## src/rtl/insn_encoder.sv

```systemverilog
// insn_encoder: checks field-level RV32I(M) commands against the decoder's legal
// set, packs legal ones into 32-bit words, buffers them in a FIFO and streams
// them into instruction memory at sequential byte addresses.
// Optional feature macro: RV32M_EN (enables the M-extension R-type encodings).
module insn_encoder #(
  parameter int FIFO_DEPTH = 4,
  parameter int ADDR_W     = 12
) (
  input  logic              i_clk,
  input  logic              i_reset,
  input  logic              i_cmd_vld,
  output logic              o_cmd_rdy,
  input  logic [6:0]        i_op,
  input  logic [2:0]        i_funct3,
  input  logic              i_funct7_5,
  input  logic              i_funct7_0,
  input  logic [4:0]        i_rd,
  input  logic [4:0]        i_rs1,
  input  logic [4:0]        i_rs2,
  input  logic [31:0]       i_imm,
  input  logic              i_addr_load,
  input  logic [ADDR_W-1:0] i_start_addr,
  output logic              o_imem_wren,
  input  logic              i_imem_rdy,
  output logic [ADDR_W-1:0] o_imem_addr,
  output logic [31:0]       o_imem_wdata,
  output logic              o_err,
  output logic [1:0]        o_err_code,
  output logic [7:0]        o_err_cnt
);
  localparam int PW = $clog2(FIFO_DEPTH);
  localparam logic [PW:0] DEPTH_C = FIFO_DEPTH[PW:0];

  localparam logic [6:0] OP_LOAD   = 7'b0000011;
  localparam logic [6:0] OP_IMM    = 7'b0010011;
  localparam logic [6:0] OP_AUIPC  = 7'b0010111;
  localparam logic [6:0] OP_STORE  = 7'b0100011;
  localparam logic [6:0] OP_REG    = 7'b0110011;
  localparam logic [6:0] OP_LUI    = 7'b0110111;
  localparam logic [6:0] OP_BRANCH = 7'b1100011;
  localparam logic [6:0] OP_JALR   = 7'b1100111;
  localparam logic [6:0] OP_JAL    = 7'b1101111;

`ifdef RV32M_EN
  localparam logic M_EN = 1'b1;
`else
  localparam logic M_EN = 1'b0;
`endif

  logic signed [31:0] imm_s;
  logic        fit_i, fit_b, fit_j;
  logic        ill, mis, rng, cmd_err;
  logic [1:0]  err_code;
  logic [31:0] word;

  logic [31:0]   mem [FIFO_DEPTH];
  logic [PW-1:0] wr_ptr, rd_ptr;
  logic [PW:0]   cnt;
  logic          empty, full, accept, push, pop;

  assign imm_s = i_imm;
  // B/J alignment is checked separately, so the odd upper bound is harmless here
  assign fit_i = (imm_s >= -32'sd2048)    && (imm_s <= 32'sd2047);
  assign fit_b = (imm_s >= -32'sd4096)    && (imm_s <= 32'sd4095);
  assign fit_j = (imm_s >= -32'sd1048576) && (imm_s <= 32'sd1048575);

  // Legality check and word packing, purely from the presented command
  always_comb begin
    word = 32'h0;
    ill  = 1'b0;
    mis  = 1'b0;
    rng  = 1'b0;
    case (i_op)
      OP_LOAD: begin
        ill  = (i_funct3 == 3'b011) || (i_funct3[2:1] == 2'b11);
        rng  = !fit_i;
        word = {i_imm[11:0], i_rs1, i_funct3, i_rd, i_op};
      end
      OP_IMM: begin
        if (i_funct3[1:0] == 2'b01) begin
          ill  = (i_funct3 == 3'b001) && i_funct7_5;
          rng  = (i_imm[31:5] != 27'd0);
          word = {1'b0, i_funct7_5, 5'b0, i_imm[4:0], i_rs1, i_funct3, i_rd, i_op};
        end else begin
          rng  = !fit_i;
          word = {i_imm[11:0], i_rs1, i_funct3, i_rd, i_op};
        end
      end
      OP_AUIPC, OP_LUI: begin
        mis  = (i_imm[11:0] != 12'd0);
        word = {i_imm[31:12], i_rd, i_op};
      end
      OP_STORE: begin
        ill  = i_funct3[2] || (i_funct3[1:0] == 2'b11);
        rng  = !fit_i;
        word = {i_imm[11:5], i_rs2, i_rs1, i_funct3, i_imm[4:0], i_op};
      end
      OP_REG: begin
        ill  = (i_funct7_5 && !((i_funct3 == 3'b000) || (i_funct3 == 3'b101))) ||
               (i_funct7_5 && i_funct7_0) || (i_funct7_0 && !M_EN);
        word = {1'b0, i_funct7_5, 4'b0, i_funct7_0, i_rs2, i_rs1, i_funct3, i_rd, i_op};
      end
      OP_BRANCH: begin
        ill  = (i_funct3[2:1] == 2'b01);
        mis  = i_imm[0];
        rng  = !fit_b;
        word = {i_imm[12], i_imm[10:5], i_rs2, i_rs1, i_funct3, i_imm[4:1], i_imm[11], i_op};
      end
      OP_JALR: begin
        ill  = (i_funct3 != 3'b000);
        rng  = !fit_i;
        word = {i_imm[11:0], i_rs1, i_funct3, i_rd, i_op};
      end
      OP_JAL: begin
        mis  = i_imm[0];
        rng  = !fit_j;
        word = {i_imm[20], i_imm[10:1], i_imm[11], i_imm[19:12], i_rd, i_op};
      end
      default: ill = 1'b1;
    endcase
  end

  assign err_code = ill ? 2'b01 : (mis ? 2'b11 : (rng ? 2'b10 : 2'b00));
  assign cmd_err  = ill | mis | rng;

  assign empty        = (cnt == '0);
  assign full         = (cnt == DEPTH_C);
  assign o_cmd_rdy    = !full;
  assign o_imem_wren  = !empty;
  assign accept       = i_cmd_vld && o_cmd_rdy;
  assign push         = accept && !cmd_err;
  assign pop          = o_imem_wren && i_imem_rdy;
  assign o_imem_wdata = empty ? 32'h0 : mem[rd_ptr];

  // Word storage; contents are qualified by cnt so it needs no reset
  always_ff @(posedge i_clk) begin
    if (push) mem[wr_ptr] <= word;
  end

  // FIFO pointers and occupancy
  always_ff @(posedge i_clk or posedge i_reset) begin
    if (i_reset) begin
      wr_ptr <= '0;
      rd_ptr <= '0;
      cnt    <= '0;
    end else begin
      if (push) wr_ptr <= wr_ptr + 1'b1;
      if (pop)  rd_ptr <= rd_ptr + 1'b1;
      if (push && !pop)      cnt <= cnt + 1'b1;
      else if (pop && !push) cnt <= cnt - 1'b1;
    end
  end

  // Write address: reloadable only while idle, advances one word per pop
  always_ff @(posedge i_clk or posedge i_reset) begin
    if (i_reset)                  o_imem_addr <= '0;
    else if (i_addr_load && empty) o_imem_addr <= i_start_addr & ~(ADDR_W'(3));
    else if (pop)                 o_imem_addr <= o_imem_addr + ADDR_W'(4);
  end

  // Reject reporting: one-cycle pulse, sticky code, saturating count
  always_ff @(posedge i_clk or posedge i_reset) begin
    if (i_reset) begin
      o_err      <= 1'b0;
      o_err_code <= 2'b00;
      o_err_cnt  <= 8'd0;
    end else begin
      o_err <= accept && cmd_err;
      if (accept && cmd_err) begin
        o_err_code <= err_code;
        if (o_err_cnt != 8'hFF) o_err_cnt <= o_err_cnt + 8'd1;
      end
    end
  end
endmodule

```

## config.mk

```make
export PLATFORM = sky130hd
export DESIGN_NAME = insn_encoder
export DESIGN_NICKNAME = d
export VERILOG_FILES = /design/src/rtl/insn_encoder.sv
export SDC_FILE = /design/constraint.sdc
export NUM_CORES = 1
export LEC_CHECK = 0
export CORE_UTILIZATION = 48
export CTS_BUF_LIST = sky130_fd_sc_hd__clkbuf_4 sky130_fd_sc_hd__clkbuf_8 sky130_fd_sc_hd__clkbuf_16
export CTS_CLUSTER_DIAMETER = 200
export DETAILED_ROUTE_END_ITERATION = 6
export GPL_ROUTABILITY_DRIVEN = 0
export HOLD_SLACK_MARGIN = 0.1
export MAX_ROUTING_LAYER = met4
export PLACE_DENSITY = 0.73
export SLEW_MARGIN = 15
export SYNTH_ARGS = -nofsm -noshare
export SYNTH_HDL_FRONTEND = slang
export SYNTH_SLANG_ARGS = --single-unit
```

## constraint.sdc

```tcl
create_clock -name i_clk -period 2.6 [get_ports i_clk]
set_input_delay 0.26 -clock i_clk [delete_from_list [all_inputs] [get_ports i_clk]]
set_output_delay 0.26 -clock i_clk [all_outputs]
set_load 0.005 [all_outputs]
```

==> metrics.csv, run 1 <==
stage;metric;value;unit
sta;fin_skew;0.00917;ns
sta;relSlewSlack;48.0;%
grt;grt_usage;27.2;%
yosys;synth_cell_types;74;
placed_design;dp_hpwl;13400;um
floorplan;dieArea;16100;um2
sta;hold_violations;0;
grt;antenna_found_initial;2;
floorplan;std_cell_rows;45;
yosys;syn_area;7460;um2
detailed_routing;ant_nets;0;
power;vdd_drop_max;0.521;mV
grt;grt_pass1_wl;31100;um
yosys;synth_top_area_share;51.5;%
detailed_routing;drtIter0Drc;591;
sta;hold_ws;0.271;ns
yosys;synthFlopType;edfxtp_1;
layout;layout_commonest_cell;edfxtp_1;
detailed_routing;drc_errors;0;
clock_tree;cts_htree_levels;4;
floorplan;die_w;127;um
layout;finalNetCount;806;
critical_path;worst_setup_path_start_kind;flop;
clock_tree;tritoncts;yes;
critical_path;crit_chain;buf_12 > mux4_2 > nor2b_1 > clkdlybuf4s50_1;
power;p_leak;4.09;nW
yosys;yosys.area.top_type;edfxtp_1;
critical_path;crit_type;flop to primary output;
grt;grt_pass1_vias;5582;
power;p_per_area;862;nW/um2
clock_tree;ctsRootBufferMaster;clkbuf_16;
sta;max_freq;0.399;GHz
detailed_routing;viasPerCell;5.99;
min_path;hp-class;input port to async pin;
detailed_routing;vias;5538;
layout;final_util;69.0;%
critical_path;timing.rr.start;cnt[0]$_DFFE_PP0P_;
layout;syn_to_final_growth;40.6;%
placed_design;io_buffers;128;
critical_path;crit_path_end_kind;primary output;
sta;fin_crit;2.51;ns
detailed_routing;wl_per_cell;22.1;um
yosys;synth_area_leaders;edfxtp_1 (52%), mux4_2 (9.7%), dfrtp_1 (9.4%);
layout;post_route_cells_drive_above_1_share;27.6;%
flow_run;maxCapViolCount;0;
yosys;async_flop_share;17.9;%
critical_path;crit_fanout;16;
sta;fin_crit_sh;96.5;%
run_status;status;finished clean;
sta;tightest_slew;0.780;ns
clock_tree;cts.sinks;156;
critical_path;cp.required;2.34;ns
clock_tree;clk_path_buf_depth;2;
critical_path;cp_slowest_stage_delay;0.56;ns
sta;drv_slew;0;
critical_path;critPathSlowestCell;mux4_2;
sta;finalSetupViolCount;0;
yosys;synth.avg_cell_area;14.7;um2
detailed_routing;drt_first_pass_iters;6;
yosys;synthCells;506;
yosys;seq_area_frac_synth;60.9;%
critical_path;crit_arrival;2.25;ns
floorplan;num_io_pins;133;
floorplan;die_h;127;um
power;design_power_total;9.05;mW
clock_tree;clk_latency;0.43;ns
floorplan;start_util;49.1;%
clock_tree;numCtsBuffers;17;
floorplan;coreArea;15200;um2
yosys;synth-edff-count;128;
critical_path;worstSetupStartpoint;rd_ptr[0]$_DFFE_PP0P_;
clock_tree;path_clk_slew;0.07;ns
layout;layout_common_cells;edfxtp_1 (128), clkdlybuf4s50_1 (94), buf_4 (82), nor2b_1 (34), mux4_2 (32);
clock_tree;ctsHoldBuffers;0;
detailed_routing;drt-total-wl;20400;um
grt;grt_max_degree;35;
yosys;synth_seq_cells;156;
grt;grt.overflow.total;0;
yosys;yosysWarningCount;0;
==> cells by family after synthesis <==
| logic type | Yosys count | synth area share, % |
|---|---|---|
| adder cells (fa/ha/maj) | 8 | 1.44 |
| AND/OR/NAND/NOR | 162 | 13.5 |
| flip-flops | 156 | 60.9 |
| XOR/XNOR | 16 | 1.88 |
| buffers and inverters | 39 | 2.18 |
| multiplexers | 36 | 10.3 |
| AO/OA/AOI/OAI | 88 | 9.81 |
| other | 1 | 0.0502 |
==> layout make-up <==
cell class                 instances  area [um2]
antenna                            2        5.00
sequential                       156        4550
multi-input combinational        312        2880
tap                              188         235
inverter                          16        60.1
fill                            1022        4710
timing repair buffer             219        2130
clock inverter                    15         211
clock buffer                      17         425
==> cells in the mapped netlist (all sizes together), types with 2 or more instances <==
cell type	count
mux4	32
nor2b	35
nand2b	2
mux2	3
o31ai	2
clkbuf	14
or2	2
a32o	3
a32oi	2
o22ai	3
nor3	12
a221o	5
o2111ai	2
nor4	8
xnor2	6
o21ai	22
ha	7
inv	16
nand2	30
nand3	10
a22oi	2
nor2	21
nand4	11
and3b	2
a222oi	5
dfrtp	28
nand4b	3
nand3b	4
or3	3
a22o	17
a21oi	12
buf	9
o311ai	2
xor2	10
edfxtp	128
nor3b	3
and3	5
and2	9
==> power by group <==
group | internal (mW) | switching, mW | leakage, nW | total (mW)
Clock | 1.63 | 1.05 | 0.310 | 2.67
Sequential | 2.91 | 0.275 | 1.51 | 3.19
Combinational | 1.93 | 1.26 | 2.27 | 3.19
==> metal layers <==
layer | GRT usage, % | part of all wire [%]
met5 | - | 0
met2 | 43.3 | 50
met1 | 33.8 | 40
met4 | 12.3 | 3.0
met3 | 5.65 | 6.7
==> registers in the layout, indices dropped and copies added (netlist names) <==
signal       cells
o_err_code       2
o_err            1
o_imem_addr     10
cnt              3
rd_ptr           2
mem            128
o_err_cnt        8
wr_ptr           2
==> final timing paths <==
check,to,slack (ns),cells after the start
worst max-delay path,o_imem_wdata[3],0.09,4
worst min-delay path,o_err_cnt[6]$_DFFE_PP0P_,0.27,2
worst max register to register,cnt[1]$_DFFE_PP0P_,0.31,7
worst min register to register,o_err_code[0]$_DFFE_PP0P_,0.51,1
max in group asynchronous,o_imem_addr[3]$_DFFE_PP0P_,1.70,3
min in group i_clk,mem[3][28]$_DFFE_PP_,0.31,2
==> critical path, delay by kind of cell, from the launching register on <==
| kind | cells | cell delay (ns) |
|---|---|---|
| muxes | 1 | 0.56 |
| and+or+nand+nor | 1 | 0.16 |
| buffers and inverters | 2 | 0.65 |
| DFF | 1 | 0.43 |
==> repair_timing <==
| item | in CTS | in global routing |
|---|---|---|
| pin swaps | 9 | 18 |
| setup endpoints to repair | 12 | 4 |
| gates resized for setup | 9 | 46 |
| cloned | 1 | 0 |
| buffers inserted | 2 | 3 |
==> per-stage QoR <==
stage / instance area [um2] / std cells / worst slack, ns / TNS (ns)
floorplan: 7490 / 507 / -0.0734 / -0.130
global placement: 9640 / 886 / -0.466 / -32.14
detailed placement: 9640 / 886 / -0.562 / -41.69
CTS: 10300 / 921 / -0.0233 / -0.0233
global route: 10500 / 925 / -0.0220 / -0.0220
finish: 10500 / 925 / 0.0911 / 0
Power figures use the tool's default switching activity.
==> run 2: changes to the inputs <==
--- a/config.mk
+++ b/config.mk
@@ -7,12 +7,12 @@
 export LEC_CHECK = 0
 export CORE_UTILIZATION = 48
 export CTS_BUF_LIST = sky130_fd_sc_hd__clkbuf_4 sky130_fd_sc_hd__clkbuf_8 sky130_fd_sc_hd__clkbuf_16
-export CTS_CLUSTER_DIAMETER = 200
+export CTS_CLUSTER_DIAMETER = 100
 export DETAILED_ROUTE_END_ITERATION = 6
 export GPL_ROUTABILITY_DRIVEN = 0
 export HOLD_SLACK_MARGIN = 0.1
-export MAX_ROUTING_LAYER = met4
 export PLACE_DENSITY = 0.73
+export REMOVE_ABC_BUFFERS = 1
 export SLEW_MARGIN = 15
 export SYNTH_ARGS = -nofsm -noshare
 export SYNTH_HDL_FRONTEND = slang
==> run 2 against run 1 <==
Net effect:
- first-iteration DRC count down 12%
- global-route usage fell by 1.7 points
- die area is the same
- register-to-register slack worse by 0.05 ns
- sequential power about the same
- power down 4.4%
- wire length down 5.1%
- clock power is 12% lower
- combinational power is 2% lower
- fmax is 1.5% lower
- via count grew 0.16%
- largest cell class unchanged
- highest routed layer unchanged
==> metrics.csv, run 2 (synthesis results as in run 1) <==
stage;metric;value;unit
critical_path;path_common_cell;xor2_1;
clock_tree;ctsRootBufferMaster;clkbuf_16;
layout;post_route_cells_drive_above_1_share;29.1;%
detailed_routing;drt-total-wl;19400;um
grt;grt_pass1_vias;5648;
layout;fillCellCount;1024;
layout;largest_register_ffs;128;
layout;multi_input_area;2870;um2
sta;hold_violations;0;
sta;fin_crit;2.55;ns
detailed_routing;vias;5547;
sta;hold_ws;0.297;ns
run_status;status;finished clean;
detailed_routing;drt_first_pass_iters;5;
clock_tree;clk_latency;0.43;ns
power;p_leak;4.05;nW
critical_path;crit_fanout;3;
clock_tree;numCtsBuffers;17;
grt;grt.overflow.total;0;
critical_path;crit_type;input port to flop;
layout;regMostFlops;mem;
layout;diodes;0;
detailed_routing;top_layer;met4;
sta;fin_skew;0.00714;ns
critical_path;crit_chain;clkdlybuf4s15_1 > nor2b_4 > or3_4 > a221oi_4 > o311ai_4 > nor4_4 > ha_2 > inv_1 > fa_2 > xor2_1 > nor2_1 > xor2_1;
critical_path;timing.rr.start;cnt[0]$_DFFE_PP0P_;
detailed_routing;drc_errors;0;
sta;tightest_slew;0.829;ns
min_path;hp-class;input port to async pin;
critical_path;critPathSlowestCell;or3_4;
layout;final_util;68.9;%
detailed_routing;drtIter0Drc;523;
critical_path;timing.rr.end;cnt[1]$_DFFE_PP0P_;
sta;tns;0;ns
layout;finalNetCount;824;
grt;grt_pass1_wl;30500;um
clock_tree;tritoncts;yes;
power;vdd_drop_max;0.552;mV
sta;fin_crit_sh;98.0;%
power;p_per_area;826;nW/um2
grt;grt_usage;25.5;%
sta;max_freq;0.393;GHz
layout;top_regs;mem x128, o_imem_addr x10, o_err_cnt x8;
detailed_routing;drt-met1-wl;7770;um
clock_tree;cts_htree_levels;4;
layout;regArea;4550;um2
floorplan;die_h;127;um
critical_path;crit_arrival;2.90;ns
floorplan;num_io_pins;133;
clock_tree;cts.sinks;156;
grt;grt_max_degree;33;
layout;syn_to_final_growth;40.3;%
layout;layout_common_cells;edfxtp_1 (128), buf_4 (101), clkdlybuf4s50_1 (92), nor2b_1 (34), mux4_2 (32);
floorplan;std_cell_rows;45;
power;design_power_total;8.65;mW
critical_path;cp.required;2.95;ns
floorplan;coreArea;15200;um2
sta;finalSetupViolCount;0;
clock_tree;path_clk_slew;0.06;ns
critical_path;rr_worst_depth;7;
detailed_routing;dr_wl_met3;1270;um
clock_tree;clk_path_buf_depth;2;
detailed_routing;ant_nets;0;
placed_design;dp_hpwl;13500;um
clock_tree;ctsHoldBuffers;0;
critical_path;crit_path_end_kind;flop;
layout;layout_commonest_cell;edfxtp_1;
grt;antenna_found_initial;0;
detailed_routing;wl_per_cell;20.6;um
placed_design;io_buffers;128;
critical_path;cp_slowest_stage_delay;0.39;ns
sta;drv_slew;0;
detailed_routing;wl_met2;9810;um
critical_path;reg2reg_slack;0.26;ns
sta;relSlewSlack;44.7;%
floorplan;dieArea;16100;um2
floorplan;die_w;127;um
critical_path;worst_setup_path_start_kind;input port;
flow_run;maxCapViolCount;0;
floorplan;start_util;49.1;%
detailed_routing;viasPerCell;5.89;
## run 2: what timing repair did
item	4_1_cts	5_1_grt
pin swaps	13	24
cloned	0	0
resized for setup	26	45
setup buffers	6	5
setup endpoints to repair	139	120
endpoints found under the hold margin	0	0
## run 2: report_power, final
| group | total [mW] | internal [mW] | switching (mW) |
|---|---|---|---|
| registers | 3.18 | 2.91 | 0.265 |
| clock network | 2.34 | 1.33 | 1.02 |
| logic | 3.13 | 1.91 | 1.22 |
| total | 8.65 | 6.15 | 2.50 |
## run 2: critical path, delay by kind of cell
family | cells | cell delay, ns
fa+ha+maj | 2 | 0.58
simple gates | 4 | 0.95
buf+inv | 2 | 0.28
compound gates | 2 | 0.51
xor+xnor | 2 | 0.31
## run 2: stage by stage
stage | setup WS [ns] | area, um2 | cells
after global placement | -0.590 | 9700 | 898
after CTS | 0.00156 | 10400 | 936
after floorplan | -0.799 | 7360 | 484
after detailed placement | -0.718 | 9700 | 898
final | 0.0525 | 10500 | 941
after global routing | -0.00604 | 10500 | 941
## run 2: worst max-delay path by stage
stage | start | end | slack [ns]
floorplan | cnt[0]$_DFFE_PP0P_ | o_imem_addr[8]$_DFFE_PP0P_ | -0.80
global placement | i_imm[19] | cnt[2]$_DFFE_PP0P_ | -0.59
detailed placement | i_imm[19] | cnt[2]$_DFFE_PP0P_ | -0.72
CTS | i_imm[22] | cnt[2]$_DFFE_PP0P_ | 0.002
global route | i_op[2] | cnt[2]$_DFFE_PP0P_ | -0.006
finish | i_op[2] | cnt[2]$_DFFE_PP0P_ | 0.05
## run 2: layout make-up
type | instances | area share [%]
multi-input cells | 312 | 27.4
flip-flops and latches | 156 | 43.4
well taps | 188 | 2.25
clock buffers | 18 | 4.13
inverters | 16 | 0.573
clock inverters | 14 | 1.15
repair buffers | 237 | 21.1
## run 2: routing by layer
metal	global-route usage, %	vias to the layer above
met1	31.7	2777
li1	-	2469
met5	0	-
met2	43.1	257
met4	10.9	0
met3	5.99	44
